### config.mk
export PLATFORM = sky130hd
export DESIGN_NAME = divisor_select
export DESIGN_NICKNAME = d
export VERILOG_FILES = /design/src/rtl/divisor_select.sv
export SDC_FILE = /design/constraint.sdc
export NUM_CORES = 1
export LEC_CHECK = 0
export CORE_MARGIN = 2
export CORE_UTILIZATION = 35
export CTS_CLUSTER_SIZE = 20
export DETAILED_ROUTE_END_ITERATION = 7
export SYNTH_ARGS = -nofsm -noshare
export SYNTH_HDL_FRONTEND = slang
export SYNTH_SLANG_ARGS = --single-unit
### constraint.sdc
create_clock -name CLK -period 2.85 [get_ports CLK]
set_clock_uncertainty 0.2 [all_clocks]
set_input_delay 0.57 -clock CLK [delete_from_list [all_inputs] [get_ports CLK]]
set_output_delay 0.57 -clock CLK [all_outputs]
set_load 0.01 [all_outputs]
### src/rtl/divisor_select.sv
// divisor_select: synchronised, debounced UP/DN buttons stepping a
// saturating 4-bit divisor select, with optional auto-repeat on hold.
module divisor_select #(
    parameter int unsigned DEBOUNCE_CYCLES = 500000,
    parameter int unsigned REPEAT_CYCLES   = 0,
    parameter logic [3:0]  RESET_SEL       = 4'b1111
) (
    input  logic       CLK,
    input  logic       RST,
    input  logic       BTN_UP,
    input  logic       BTN_DN,
    output logic [3:0] SEL,
    output logic       CHANGED,
    output logic       LIMIT
);

    localparam logic [23:0] DB_LAST  = 24'(DEBOUNCE_CYCLES - 1);
    localparam logic [23:0] RPT_LAST = 24'(REPEAT_CYCLES - 1);
    localparam logic        RPT_EN   = (REPEAT_CYCLES != 0);

    // Bit 0 carries the UP button, bit 1 the DN button.
    logic [1:0]       s1_q, s1_d;
    logic [1:0]       s2_q, s2_d;
    logic [1:0]       db_q, db_d;
    logic [1:0]       db_prev_q, db_prev_d;
    logic [1:0][23:0] cnt_q, cnt_d;
    logic [23:0]      rpt_q, rpt_d;
    logic [3:0]       sel_q, sel_d;
    logic             changed_q, changed_d;
    logic             limit_q, limit_d;

    logic [1:0] rise;
    logic [1:0] req;
    logic       one_held;
    logic       db_edge;
    logic       rpt_fire;

    always_comb begin
        s1_d      = {BTN_DN, BTN_UP};
        s2_d      = s1_q;
        db_d      = db_q;
        cnt_d     = cnt_q;
        db_prev_d = db_q;
        for (int i = 0; i < 2; i++) begin
            if (s2_q[i] == db_q[i]) begin
                cnt_d[i] = '0;
            end else if (cnt_q[i] == DB_LAST) begin
                db_d[i]  = s2_q[i];
                cnt_d[i] = '0;
            end else begin
                cnt_d[i] = cnt_q[i] + 24'd1;
            end
        end
    end

    // Repeat only ticks while a single button stays held with no db edge.
    always_comb begin
        rise     = db_q & ~db_prev_q;
        db_edge  = |(db_q ^ db_prev_q);
        one_held = db_q[0] ^ db_q[1];
        rpt_d    = '0;
        rpt_fire = 1'b0;
        if (RPT_EN && one_held && !db_edge) begin
            if (rpt_q == RPT_LAST) begin
                rpt_fire = 1'b1;
            end else begin
                rpt_d = rpt_q + 24'd1;
            end
        end
        req = rise | (rpt_fire ? db_q : 2'b00);
    end

    always_comb begin
        sel_d     = sel_q;
        changed_d = 1'b0;
        limit_d   = 1'b0;
        case (req)
            2'b01: begin
                if (sel_q == 4'hF) begin
                    limit_d = 1'b1;
                end else begin
                    sel_d     = sel_q + 4'd1;
                    changed_d = 1'b1;
                end
            end
            2'b10: begin
                if (sel_q == 4'h0) begin
                    limit_d = 1'b1;
                end else begin
                    sel_d     = sel_q - 4'd1;
                    changed_d = 1'b1;
                end
            end
            default: begin
            end
        endcase
    end

    always_ff @(posedge CLK) begin
        if (RST) begin
            s1_q      <= '0;
            s2_q      <= '0;
            db_q      <= '0;
            db_prev_q <= '0;
            cnt_q     <= '0;
            rpt_q     <= '0;
            sel_q     <= RESET_SEL;
            changed_q <= 1'b0;
            limit_q   <= 1'b0;
        end else begin
            s1_q      <= s1_d;
            s2_q      <= s2_d;
            db_q      <= db_d;
            db_prev_q <= db_prev_d;
            cnt_q     <= cnt_d;
            rpt_q     <= rpt_d;
            sel_q     <= sel_d;
            changed_q <= changed_d;
            limit_q   <= limit_d;
        end
    end

    assign SEL     = sel_q;
    assign CHANGED = changed_q;
    assign LIMIT   = limit_q;

endmodule

==> summary.md <==
| Metric | Value |
|---|---|
| Critical Path Start Type | register |
| Most used cell, CP | nor2b_1 |
| Register bit count reported by yosys | slightly above 60 |
| Die X | around 94 um |
| Max Transition Viols Final | 0 |
| Area grow syn2layout | 15.18% |
| Sw power | 342.5 uW |
| Initial antenna violation count | 0 |
| Number of nets in the layout | ~350 |
| Dpl cells | about 440 |
| Root Driver | clkbuf_8 |
| WL/cell | between 10 and 15 um |
| Peak supply drop | 0.0002255 V |
| Setup TNS | 0 ps |
| CTS tree | yes |
| Number of non-filler instances in the completed layout | around 450 |
| Share of post-route cells with drive strength above 1 | between 6 and 7% |
| Vias in the first global route | approximately 2,100 |
| Top cell type's share of synthesized area | between 40% and 50% |
| Final core occ | 42.08% |
| Crit path kind | reg -> reg |
| Syn Area/Cell | approximately 8.6 sq um |
| Post-synth EDFFs | 0 |
| Placement Cell Area | 3052 sq um |
| CTS Buf Count | 9 |
| # clock sinks | 62 |
| Post-route cell area | between 3000 and 4000 sq um |
| Clock transition at the registers of the reported paths | ~70 ps |
| Die Y | 94.28 um |
| Fin crit period | about 2400 ps |
| Crit-path slowest cell | a221oi_1 |
| Status | finished clean |
| R2R Setup Slk | 470 ps |
| Final Hold Viols | 0 |
| Vias per std cell | about 5.2 |
| RSZ-0062 raised after global routing | false |
| CP peak stage delay | roughly 730 ps |
| Setup violations, final | 0 |
| Worst-Margin Slew | 790.2 ps |
| Syn Nets | 341 |
| Most common library cells after synthesis | dfxtp_1, nor2_1, xnor2_1 |
| Part of the power in registers | 48.8% |
| Maximum clock rate | 420.3 MHz |
| CP Capture Type | register |
| CTS H-tree lvls | 3 |
| Leak | about 0.00095 uW |
| GRT overflow | 0 |
| Cell breakdown of the critical path | nor2b_1, inv_1, ha_1, a221oi_1, nor2b_1, a211o_1 |
| Die footprint | slightly below 9000 sq um |
| Final period util | between 80% and 90% |
| Later-pin clock latency in the skew report | 340 ps |
| Internal power | 1442 uW |
| ANT cells | 0 |
| Sw Ratio | 19.19% |
| Sequential share of the synthesized area | 43.51% |
| Power Density | approximately 540 nW/um^2 |
| Main area contributors after synthesis | dfxtp_1, xnor2_1, nor2_1 |
| Ports | 10 |
| Starting Density | 36.54% |
| Total routing usage reported by global routing | a little over an eighth |
| Maxcap violations | 0 |
| CP max FO | 8 |
| FF-to-FF path depth | 6 |
| Buffers on Ports | 9 |
| Max_slew headroom | 47.32% |
| Worst hold path depth | 1 |
| HPWL Detailed | 3692 um |
| Postcts setup bufs | 0 |
| Core Region | 7807 sq um |
| First-pass GRT wire length | about 9600 um |
| Top delay family on crit path | compound AO/OA/AOI/OAI gates |
| Top FF cell, synth | dfxtp_1 |
| WP data arrival | approximately 2400 ps |
| CTS Hold Bufs | 0 |
| YS warnings | 0 |
| Synthesized instance count | ~330 |
| CP required | 2870 ps |
| Via count | around 2,300 |
| Worst-case clock buffer depth | 2 |
| RePlAce Congestion | 0.7616 |
| Number of DRC markers in iteration 0 | approximately 120 |
| Share of total power in the clock network | 50.0% |
| Synth async-reset ratio | 0% |
| Most common cell in the netlist | dfxtp_1 |
| Synth Cell Area | between 2000 and 3000 sq um |
| Library cells used by synthesis | 39 |
| Combinational share of power | between 1 and 1.5% |
| Drt pass-1 iters | 4 |
| Remaining antenna violation count after routing | 0 |
| Row count | 32 |
| Largest net degree at the start of global routing | 25 |
| Largest area contributor in the netlist | dfxtp_1 |
| Levels on crit path | 6 |
| CP bufs+invs | 1 |
| Worst hold path class | reg -> reg |
| Remaining DRCs | 0 |
| Final wirelength | 5437 um |
| Post_cts resized | 0 |
## per-layer routing
metal | vias up | part of all wire [%] | track usage, %
met5 | - | 0 | 0
met1 | 1058 | 50 | 17.46
met3 | 15 | 4.2 | 4.575
li1 | 1210 | - | -
met4 | 0 | 1.6 | 6.159
met2 | 58 | 45 | 20.77
## layout by cell type, fill, tap and decap left out, types with 2 or more instances in the layout
master,instances
buf_4,3
dfxtp_1,62
nand2b_1,3
a21oi_1,19
ha_1,6
o31ai_1,2
bufinv_16,2
or3_1,14
nor4_1,11
or4_1,7
nor2b_1,10
nand4_1,15
a211oi_1,2
nand3_1,17
xnor2_1,21
nand3b_1,2
xor2_1,12
inv_1,14
o21ai_0,15
nor4b_1,4
nand2_1,15
clkdlybuf4s50_1,9
clkbuf_8,12
and4_1,5
nor2_1,41
nor3_1,9
o21ai_1,2
## final timing paths
check,startpoint,to
worst max-delay path,db_prev_d[0],SEL[1]
worst max register to register,db_prev_d[0],SEL[1]
worst min-delay path,s1_q[1],s2_q[1]
worst min register to register,s1_q[1],s2_q[1]
## layout make-up
cell class	count	area [sq um]
multi-input combinational	245	1518
clock inverter	3	65.06
timing repair buffer	12	112.6
clock buffer	13	168.9
fill	768	4522
tap	102	127.6
inverter	14	52.55
sequential	62	1241
## registers in the layout (all words and copies together) (netlist names)
name,flops
s2_q,2
LIMIT,1
cnt_q,48
s1_q,2
db_prev_d,2
db_prev_q,2
SEL,4
CHANGED,1
## power groups by stage
| stage | combinational, uW | sequential, uW | clock (uW) |
|---|---|---|---|
| after floorplan | 12.6 | 891 | 0 |
| after global placement | 20.9 | 891 | 0 |
| after detailed placement | 20.9 | 891 | 0 |
| after CTS | 21.2 | 871 | 920 |
| after global routing | 23.4 | 871 | 964 |
| final | 20.8 | 872 | 892 |
## through the flow
step	hold slack (ps)	setup WS (ps)	power (uW)
after floorplan	213.8	755.7	903.4
after global placement	219.9	620.0	912.1
after detailed placement	238.4	511.4	912.1
after CTS	256.0	498.2	1813
after global routing	269.3	258.6	1859
final	250.8	470.6	1785
## logic make-up (layout without fill, tap and decap cells)
kind of cell / count (synthesis) / in the layout / share of synthesized area [%]
AOI/OAI and AO/OA: 47 / 47 / 9.430
xor gates and xnor gates: 33 / 33 / 10.13
adders and majority gates: 6 / 6 / 2.632
buffers and inverters: 24 / 42 / 3.289
DFF: 62 / 62 / 43.51
muxes: 1 / 1 / 0.3509
and+or+nand+nor: 158 / 158 / 30.66
No activity file was read; power rests on OpenSTA's default activity.
